===== src/rtl/ninjin_ddr_linebuf.sv =====
// Line buffer between the word-wide ninjin memory port and a wide DDR bus: one read line,
// one write-combining line with lane strobes, flush/auto-flush and ready/valid DDR requests.
module ninjin_ddr_linebuf #(
  parameter int DWIDTH  = 16,
  parameter int BWIDTH  = 64,
  parameter int MEMSIZE = 12,
  parameter int LWIDTH  = 10
) (
  input  logic                         clk,
  input  logic                         xrst,
  input  logic [LWIDTH-1:0]            total_len,
  input  logic                         flush,
  input  logic                         mem_req,
  input  logic                         mem_we,
  input  logic [MEMSIZE-1:0]           mem_addr,
  input  logic signed [DWIDTH-1:0]     mem_wdata,
  output logic signed [DWIDTH-1:0]     mem_rdata,
  output logic                         mem_stall,
  output logic                         done,
  input  logic                         ddr_ready,
  input  logic                         ddr_rvalid,
  input  logic [BWIDTH-1:0]            ddr_rdata,
  output logic                         ddr_we,
  output logic                         ddr_re,
  output logic [MEMSIZE-1:0]           ddr_addr,
  output logic [BWIDTH-1:0]            ddr_wdata,
  output logic [BWIDTH/DWIDTH-1:0]     ddr_strb
);

  localparam int RATE = BWIDTH / DWIDTH;
  localparam int LB   = $clog2(RATE);
  localparam int TW   = MEMSIZE - LB;

  typedef enum logic [1:0] {
    ST_IDLE    = 2'd0,
    ST_WB      = 2'd1,
    ST_RD_REQ  = 2'd2,
    ST_RD_WAIT = 2'd3
  } state_t;

  function automatic logic [DWIDTH-1:0] lane_sel(input logic [BWIDTH-1:0] line, input logic [LB-1:0] idx);
    lane_sel = line[DWIDTH-1:0];
    for (int i = 0; i < RATE; i++) begin
      lane_sel = (idx == LB'(i)) ? line[i*DWIDTH +: DWIDTH] : lane_sel;
    end
  endfunction

  function automatic logic [BWIDTH-1:0] lane_put(input logic [BWIDTH-1:0] line, input logic [LB-1:0] idx,
                                                 input logic [DWIDTH-1:0] data);
    lane_put = line;
    for (int i = 0; i < RATE; i++) begin
      lane_put[i*DWIDTH +: DWIDTH] = (idx == LB'(i)) ? data : line[i*DWIDTH +: DWIDTH];
    end
  endfunction

  state_t              state_r, state_nx_s;
  logic [BWIDTH-1:0]   wline_r, rline_r;
  logic [RATE-1:0]     wstrb_r;
  logic [TW-1:0]       wtag_r, rtag_r;
  logic                rvalid_r, flush_pend_r, flush_wb_r, rd_after_wb_r, done_r;
  logic [LWIDTH-1:0]   wcnt_r, wcnt_inc_s;
  logic [MEMSIZE-1:0]  ddr_addr_r;
  logic [DWIDTH-1:0]   rdata_r;

  logic [TW-1:0]       tag_s;
  logic [LB-1:0]       lane_s;
  logic                wempty_s, wtag_hit_s, fwd_s, rhit_s, miss_s;
  logic                acc_s, acc_wr_s, acc_rd_s, auto_s, flush_any_s, handled_s;
  logic                go_wb_s, go_rd_s, flush_go_s, done_nx_s;

  assign tag_s       = mem_addr[MEMSIZE-1:LB];
  assign lane_s      = mem_addr[LB-1:0];
  assign wempty_s    = (wstrb_r == '0);
  assign wtag_hit_s  = !wempty_s && (wtag_r == tag_s);
  assign fwd_s       = wtag_hit_s && wstrb_r[lane_s];
  assign rhit_s      = rvalid_r && (rtag_r == tag_s);
  assign miss_s      = mem_req && (state_r == ST_IDLE) &&
                       (mem_we ? !(wempty_s || wtag_hit_s) : !(fwd_s || rhit_s));
  assign mem_stall   = (state_r != ST_IDLE) || miss_s;
  assign acc_s       = mem_req && !mem_stall;
  assign acc_wr_s    = acc_s && mem_we;
  assign acc_rd_s    = acc_s && !mem_we;
  assign wcnt_inc_s  = wcnt_r + LWIDTH'(1);
  assign auto_s      = acc_wr_s && (total_len != '0) && (wcnt_inc_s == total_len);
  assign flush_any_s = flush || flush_pend_r;
  assign handled_s   = (state_r == ST_IDLE) && !miss_s;

  assign mem_rdata = $signed(rdata_r);
  assign done      = done_r;
  assign ddr_we    = (state_r == ST_WB);
  assign ddr_re    = (state_r == ST_RD_REQ);
  assign ddr_addr  = ddr_addr_r;
  assign ddr_wdata = ddr_we ? wline_r : '0;
  assign ddr_strb  = ddr_we ? wstrb_r : '0;

  // State register
  always_ff @(posedge clk or negedge xrst) begin
    if (!xrst) state_r <= ST_IDLE;
    else       state_r <= state_nx_s;
  end

  // Next-state decode; a flush with a same-cycle write sees the merged line as non-empty
  always_comb begin
    state_nx_s = state_r;
    go_wb_s    = 1'b0;
    go_rd_s    = 1'b0;
    flush_go_s = 1'b0;
    done_nx_s  = 1'b0;
    case (state_r)
      ST_IDLE: begin
        if (miss_s) begin
          if (mem_we || wtag_hit_s) begin
            state_nx_s = ST_WB;
            go_wb_s    = 1'b1;
          end else begin
            state_nx_s = ST_RD_REQ;
            go_rd_s    = 1'b1;
          end
        end else if (flush_any_s || auto_s) begin
          if (!wempty_s || acc_wr_s) begin
            state_nx_s = ST_WB;
            go_wb_s    = 1'b1;
            flush_go_s = 1'b1;
          end else begin
            done_nx_s  = 1'b1;
          end
        end else begin
          state_nx_s = ST_IDLE;
        end
      end
      ST_WB: begin
        if (ddr_ready) begin
          done_nx_s  = flush_wb_r;
          state_nx_s = rd_after_wb_r ? ST_RD_REQ : ST_IDLE;
        end else begin
          state_nx_s = ST_WB;
        end
      end
      ST_RD_REQ: begin
        if (ddr_ready) state_nx_s = ST_RD_WAIT;
        else           state_nx_s = ST_RD_REQ;
      end
      ST_RD_WAIT: begin
        if (ddr_rvalid) state_nx_s = ST_IDLE;
        else            state_nx_s = ST_RD_WAIT;
      end
      default: state_nx_s = ST_IDLE;
    endcase
  end

  // Line buffers, counters and DDR request address
  always_ff @(posedge clk or negedge xrst) begin
    if (!xrst) begin
      wline_r       <= '0;
      wstrb_r       <= '0;
      wtag_r        <= '0;
      rline_r       <= '0;
      rtag_r        <= '0;
      rvalid_r      <= 1'b0;
      wcnt_r        <= '0;
      flush_pend_r  <= 1'b0;
      flush_wb_r    <= 1'b0;
      rd_after_wb_r <= 1'b0;
      ddr_addr_r    <= '0;
      rdata_r       <= '0;
      done_r        <= 1'b0;
    end else begin
      done_r       <= done_nx_s;
      flush_pend_r <= handled_s ? 1'b0 : (flush_pend_r | flush);
      if (acc_wr_s) begin
        wline_r         <= lane_put(wline_r, lane_s, mem_wdata);
        wstrb_r[lane_s] <= 1'b1;
        wtag_r          <= tag_s;
        wcnt_r          <= auto_s ? '0 : wcnt_inc_s;
      end else if (state_r == ST_WB && ddr_ready) begin
        wstrb_r <= '0;
      end
      // Keep the read line coherent with writes to its tag
      if (state_r == ST_RD_WAIT && ddr_rvalid) begin
        rline_r  <= ddr_rdata;
        rtag_r   <= ddr_addr_r[MEMSIZE-1:LB];
        rvalid_r <= 1'b1;
      end else if (acc_wr_s && rhit_s) begin
        rline_r  <= lane_put(rline_r, lane_s, mem_wdata);
      end
      if (acc_rd_s) begin
        rdata_r <= fwd_s ? lane_sel(wline_r, lane_s) : lane_sel(rline_r, lane_s);
      end
      if (go_wb_s) begin
        flush_wb_r    <= flush_go_s;
        rd_after_wb_r <= miss_s && !mem_we;
        ddr_addr_r    <= {(acc_wr_s ? tag_s : wtag_r), {LB{1'b0}}};
      end else if (go_rd_s || (state_r == ST_WB && ddr_ready && rd_after_wb_r)) begin
        ddr_addr_r    <= {tag_s, {LB{1'b0}}};
      end
    end
  end

endmodule


===== config.mk =====
export PLATFORM = sky130hd
export DESIGN_NAME = ninjin_ddr_linebuf
export DESIGN_NICKNAME = d
export VERILOG_FILES = /design/src/rtl/ninjin_ddr_linebuf.sv
export SDC_FILE = /design/constraint.sdc
export NUM_CORES = 1
export LEC_CHECK = 0
export BUFFER_PORTS_ARGS = -buffer_cell sky130_fd_sc_hd__buf_2
export CAP_MARGIN = 0
export CORE_ASPECT_RATIO = 0.75
export CORE_UTILIZATION = 30
export CTS_CLUSTER_DIAMETER = 100
export DETAILED_ROUTE_END_ITERATION = 10
export PLACE_DENSITY_LB_ADDON = 0.12
export SLEW_MARGIN = 20
export SYNTH_ARGS = -nofsm -noshare
export SYNTH_HDL_FRONTEND = slang
export SYNTH_SLANG_ARGS = --single-unit

===== constraint.sdc =====
create_clock -name clk -period 2.7 [get_ports clk]
set_input_delay 0.27 -clock clk [delete_from_list [all_inputs] [get_ports clk]]
set_output_delay 0.27 -clock clk [all_outputs]
set_load 0.02 [all_outputs]

Word-level counts from Yosys, hierarchy flattened
Cells that the tools add are included.
{"block": "classes", "div_mod_pow": 0, "muxes": 51, "mul": 0, "bitwise": 2, "magnitude_cmp": 2, "n_eq_ne": 10, "reduce_logical": 51, "addsub": 1, "shift": 0}
{"cell": "two-way mux 64 bit", "n": 3}
{"cell": "two-way mux 16 bit", "n": 11}
{"cell": "equality test 10 bit", "n": 3}
{"cell": "two-way mux 12 bit", "n": 2}
{"cell": "two-way mux 10 bit", "n": 2}
{"cell": "two-way mux 1 bit", "n": 19}
{"cell": "logical AND 1 bit", "n": 17}
{"cell": "AND reduction 2 bit", "n": 8}
{"cell": "nonzero test 2 bit", "n": 8}
{"cell": "two-way mux 2 bit", "n": 7}
{"cell": "two-way mux 4 bit", "n": 3}
{"cell": "adder 10 x 1 -> 10 bit (second input constant)", "n": 1}
{"cell": "nonzero test 10 bit", "n": 1}
{"cell": "equality test 2 bit (second input constant)", "n": 4}
{"cell": "logical OR 1 bit", "n": 8}
{"cell": "one-hot mux 2 bit (4 select lines)", "n": 1}
{"cell": "logical NOT 1 bit", "n": 6}
{"cell": "equality test 2 x 1 -> 1 bit (second input constant)", "n": 2}
{"cell": "logical NOT 2 bit", "n": 2}
{"cell": "logical NOT 4 bit", "n": 1}
{"cell": "!= test 4 x 3 -> 1 bit (second input constant)", "n": 1}
{"cell": "bitwise OR 4 bit", "n": 1}
{"cell": "less-than comparator 2 x 3 -> 1 bit (second input constant)", "n": 1}
{"cell": "binary-select mux 1 bit (select 2 bit)", "n": 1}
{"cell": "4 further kinds", "n": 4}
{"block": "word_totals", "mem_bits_ro": 0, "word_cells": 137, "ramBits": 0, "latch_bits": 0, "output_inout_bits": 100, "inputBits": 109, "regBits": 197, "memories": 0}

Longest topological paths before layout
{"block": "logic_depth", "depth_word": 19, "depth_mapped": 10, "depth_no_buf": 8}

Worst setup path after synthesis
OpenSTA, ideal clock, no wires.
{"block": "synth_timing", "path_kind": "flip-flop to flip-flop", "startpoint": "register wcnt_r[1]", "endpoint": "register ddr_addr_r[10], in the netlist ddr_addr[10]", "path_slack_ns": 0.210, "arrival_time_ns": 2.365, "period_less_slack_ns": 2.490, "required_time_ns": 2.575, "setup_ns": 0.125, "path_stages_with_launch": 11, "path_cell_list": "dfrtp_1 ha_1 buf_2 nand2_1 nor4b_1 a22o_1 o2111a_2 o32a_4 o211ai_4 buf_12 mux2_4"}
{"block": "synth_between", "elab_chain_len": 8}
{"item": "start, declared", "line": "61", "rtl": "logic [LWIDTH-1:0] wcnt_r, wcnt_inc_s;"}
{"item": "start signal, assigned", "line": "174", "rtl": "wcnt_r <= auto_s ? '0 : wcnt_inc_s;"}
{"item": "adder 10 x 1 -> 10 bit (*)", "line": "83", "rtl": "assign wcnt_inc_s = wcnt_r + LWIDTH'(1);"}
{"item": "equality test 10 bit (*)", "line": "84", "rtl": "assign auto_s = acc_wr_s && (total_len != '0) && (wcnt_inc_s == total_len);"}
{"item": "logical AND 1 bit (*)", "line": "84"}
{"item": "logical OR 1 bit (*)", "line": "119", "rtl": "end else if (flush_any_s || auto_s) begin"}
{"item": "two-way mux 1 bit (*)", "line": "119"}
{"item": "two-way mux 1 bit (*)", "line": "111", "rtl": "if (miss_s) begin"}
{"item": "two-way mux 1 bit (*)", "line": "109", "rtl": "case (state_r)"}
{"item": "two-way mux 12 bit / nonzero test 2 bit (equally long branches)"}
{"item": "end signal, assigned", "line": "192", "rtl": "ddr_addr_r <= {(acc_wr_s ? tag_s : wtag_r), {LB{1'b0}}};"}
{"item": "end signal, assigned", "line": "194", "rtl": "ddr_addr_r <= {tag_s, {LB{1'b0}}};"}
{"item": "end, declared", "line": "62", "rtl": "logic [MEMSIZE-1:0] ddr_addr_r;"}
Every way passes the cells marked *; elsewhere a longest branch is shown, timed or not.
A chain may end at the register's enable or synchronous reset.

Final worst setup path
{"block": "layout_timing", "startpoint": "register wtag_r[2]", "endpoint": "output mem_stall"}
{"block": "layout_between", "elab_chain_len": 8}
{"item": "start, declared", "line": "59", "rtl": "logic [TW-1:0] wtag_r, rtag_r;"}
{"item": "start signal, assigned", "line": "173", "rtl": "wtag_r <= tag_s;"}
{"item": "equality test 10 bit (*)", "line": "74", "rtl": "assign wtag_hit_s = !wempty_s && (wtag_r == tag_s);"}
{"item": "logical AND 1 bit (*)", "line": "74"}
{"item": "logical AND 1 bit", "line": "75", "rtl": "assign fwd_s = wtag_hit_s && wstrb_r[lane_s];"}
{"item": "logical OR 1 bit", "line": "78", "rtl": "(mem_we ? !(wempty_s || wtag_hit_s) : !(fwd_s || rhit_s));"}
{"item": "logical NOT 1 bit", "line": "78"}
{"item": "two-way mux 1 bit (*)", "line": "78"}
{"item": "logical AND 1 bit (*)", "line": "77", "rtl": "assign miss_s = mem_req && (state_r == ST_IDLE) &&"}
{"item": "logical OR 1 bit (*)", "line": "79", "rtl": "assign mem_stall = (state_r != ST_IDLE) || miss_s;"}
{"item": "end, declared", "line": "18", "rtl": "output logic mem_stall,"}
Marked as above.

==> impl_metrics.csv <==
group,metric,value,unit
status,status,"finished clean",
final_layout,layout.nets,1243,
placement,place.gp.congestion,0.807,
die,core_area,33900,um^2
sta,rsz0062_at_grt,"yes",
sta,finalCritPeriodShare,97.5,%
final_layout,drive_gt1_share,38.5,%
die,die_y,164,um
final_layout,final_cells,1597,
clock_network,path_clk_slew,0.07,ns
sta,fmax,0.380,GHz
drt,viasPerCell,4.82,
synthesis,synth_edf_count,0,
grt,grt-ovfl-total,0,
synthesis,synthesis.instances,914,
die,fp.dieW,217,um
grt,grt_pass1_vias,7718,
die,start_util,30.8,%
drt,dr.pass1.iters,4,
critical_path,startpoint_type,"register",
placement,dp.cells,1553,
min_path,min_path_type,"in -> reg",
sta,fin_crit,2.63,ns
clock_network,htree_levels,4,
synthesis,synth-seq-cells,195,
drt,dr.first_iter.drc_count,436,
placement,hpwl,22900,um
die,ios,209,
placement,dpl_worst_slack,0.116,ns
sta,finalHoldViolations,0,
synthesis,synth_flop_cell,"dfrtp_1",
power_and_ir_drop,p_total,12.6,mW
critical_path,cp.arrival,2.36,ns
critical_path,critPathMaxFanout,2,
sta,slew-limit-headroom,39.8,%
final_layout,area_growth,24.6,%
critical_path,path_common_cell,"buf_4",
final_layout,register_area,4880,um^2
grt,grt_usage,18.6,%
grt,antenna_found_initial,4,
grt,grt_max_degree,80,
power_and_ir_drop,power_density,972,nW/um^2
grt,grt_pass1_wl,49100,um
synthesis,synth_cell_type_count,65,
drt,routed_wl,32100,um
clock_network,tritoncts,"yes",
synthesis,syn-cell-area,10400,um^2
power_and_ir_drop,p_leak,6.39,nW
sta,layout_setup_ws,0.0680,ns
drt,wl_per_cell,20.1,um
final_layout,layout_common_cells,"204 x buf_2, 195 x dfrtp_1, 129 x nand2_1",
synthesis,ys_top_cells_by_area,"dfrtp_1 47%, mux2i_1 7.8%, mux2_2 6.9%, mux4_2 6.7%, nand2_1 4.7%",
power_and_ir_drop,peakVddDrop,0.000416,V
die,rows,58,
sta,worstMarginPinSlew,0.903,ns
job,drv_cap,0,
synthesis,synth_top_area_cell,"dfrtp_1",
drt,postRouteAntennaNets,0,
clock_network,clock_path_buffers,2,
synthesis,async_reset_ff_share,100,%
drt,vias,7702,
critical_path,worstSetupEndpointType,"output port",
final_layout,nFillCells,3404,
drt,drc,0,
final_layout,mostFrequentLayoutCell,"buf_2",
critical_path,worstPathCellList,"xor2_2, nor4_2, buf_4, and3_4, and2_4, o31ai_4, nor3_2, buf_4, inv_2, buf_6",
sta,finalSetupViolCount,0,
synthesis,avgSynthCellArea,11.4,um^2
die,dieArea,35600,um^2
clock_network,cts_buffers,17,
sta,skew,0.0114,ns
placement,portBuffers,206,
clock_network,root_buffer,"clkbuf_16",
critical_path,path_class,"reg -> out",
synthesis,yosysTopAreaCellShare,46.7,%
final_layout,multiInputGateArea,5270,um^2
clock_network,clock_latency,0.45,ns
critical_path,slowest_delay,0.41,ns
critical_path,cp_slowest_cell,"dfrtp_1",
synthesis,yosysWarnings,0,
sta,slew_violations,0,
synthesis,synth_seq_area_share,46.7,%
critical_path,worstPathRequired,2.43,ns
clock_network,cts_sinks,195,
-- power breakdown --
group	total, mW	internal [mW]	switching [mW]	leakage (nW)
combinational	4.91	2.41	2.49	3.59
clock	2.84	1.62	1.23	0.310
sequential	4.89	4.10	0.792	2.49
-- layer usage --
layer	global-route usage, %	vias up	part of all wire, %
li1	-	3692	-
met1	28.4	3823	51
met2	26.2	166	43
met3	4.64	17	5.8
met4	3.68	4	0.75
met5	0	-	0.081
-- final timing paths --
kind | slack [ns] | endpoint | cells after the start | startpoint
worst max register to register | 0.15 | ddr_addr[8] | 8 | wcnt_r[7]
worst max-delay path | 0.07 | mem_stall | 10 | wtag_r[2]
max in group asynchronous | 1.51 | rline_r[2] | 3 | xrst
worst min register to register | 0.47 | rvalid_r | 1 | rvalid_r
worst min-delay path | 0.03 | rline_r[37] | 3 | ddr_rdata[37]
min in group asynchronous | 0.43 | ddr_addr[5] | 2 | xrst
-- synth_stat cells, types with 3 or more instances --
cell	instances
dfrtp_1	195
nand2_1	130
o21ai_0	82
mux2i_1	81
and2_1	69
mux2_2	64
clkbuf_1	39
mux4_2	31
mux2_4	19
buf_2	16
xnor2_1	16
nor2_1	15
xor2_1	15
o21ai_1	14
mux2_1	12
buf_4	9
nand3_1	8
a21oi_1	6
and3_1	5
o41ai_1	5
a21o_1	4
a31oi_1	4
nor2b_1	4
a211oi_1	3
a22oi_1	3
nand2b_1	3
nand3_2	3
nand3b_1	3
nor3_1	3
nor4_2	3
o21bai_1	3
or3_1	3
-- what timing repair did --
item,in CTS,in global routing
hold buffers,8,0
setup buffers,4,0
pin swaps,4,3
endpoints found under the hold margin,79,0
setup endpoints to repair,1,18
gates resized for setup,5,6
-- cells by family after synthesis --
group / after synthesis / share of synthesized area, %
compound gates: 139 / 8.27
xor+xnor: 31 / 2.60
fa+ha+maj: 1 / 0.120
buf+inv: 70 / 3.33
flops: 195 / 46.7
mux: 207 / 25.4
other cells: 1 / 0.0359
simple gates: 270 / 13.5
-- flip-flops by register name (all words and copies together), names as in the netlist --
register,flops
wline_r,64
wstrb_r,4
rtag_r,10
flush_pend_r,1
wtag_r,10
mem_rdata,16
state_r,2
rd_after_wb_r,1
flush_wb_r,1
ddr_addr,10
rvalid_r,1
rline_r,64
wcnt_r,10
done,1
-- metrics by stage --
step / util, % / hold WS (ns) / instance area [um^2] / setup TNS [ns]
3_5_place_dp: 36.0 / 0.396 / 12200 / 0
6_report: 38.4 / 0.0288 / 13000 / 0
5_1_grt: 38.4 / 0.0120 / 13000 / -0.0522
2_1_floorplan: - / -0.0256 / 10400 / 0
3_3_place_gp: 36.0 / 0.397 / 12200 / 0
4_1_cts: 38.3 / 0.00378 / 13000 / -0.0132
-- worst max-delay path, delay by kind of cell, from the launching register on --
family	cells	cell delay, ns
DFF	1	0.41
buffers and inverters	4	0.47
xor gates and xnor gates	1	0.17
and+or+nand+nor	4	0.79
AOI/OAI and AO/OA	1	0.06
-- cell type report --
| class | instances | share of cell area (%) |
|---|---|---|
| sequential | 195 | 37.5 |
| tap | 450 | 4.33 |
| antenna | 2 | 0.0385 |
| inverter | 2 | 0.0577 |
| timing repair buffer | 267 | 12.6 |
| clock inverter | 12 | 1.48 |
| multi-input combinational | 650 | 40.5 |
| clock buffer | 19 | 3.48 |
Power figures use the tool's default switching activity.
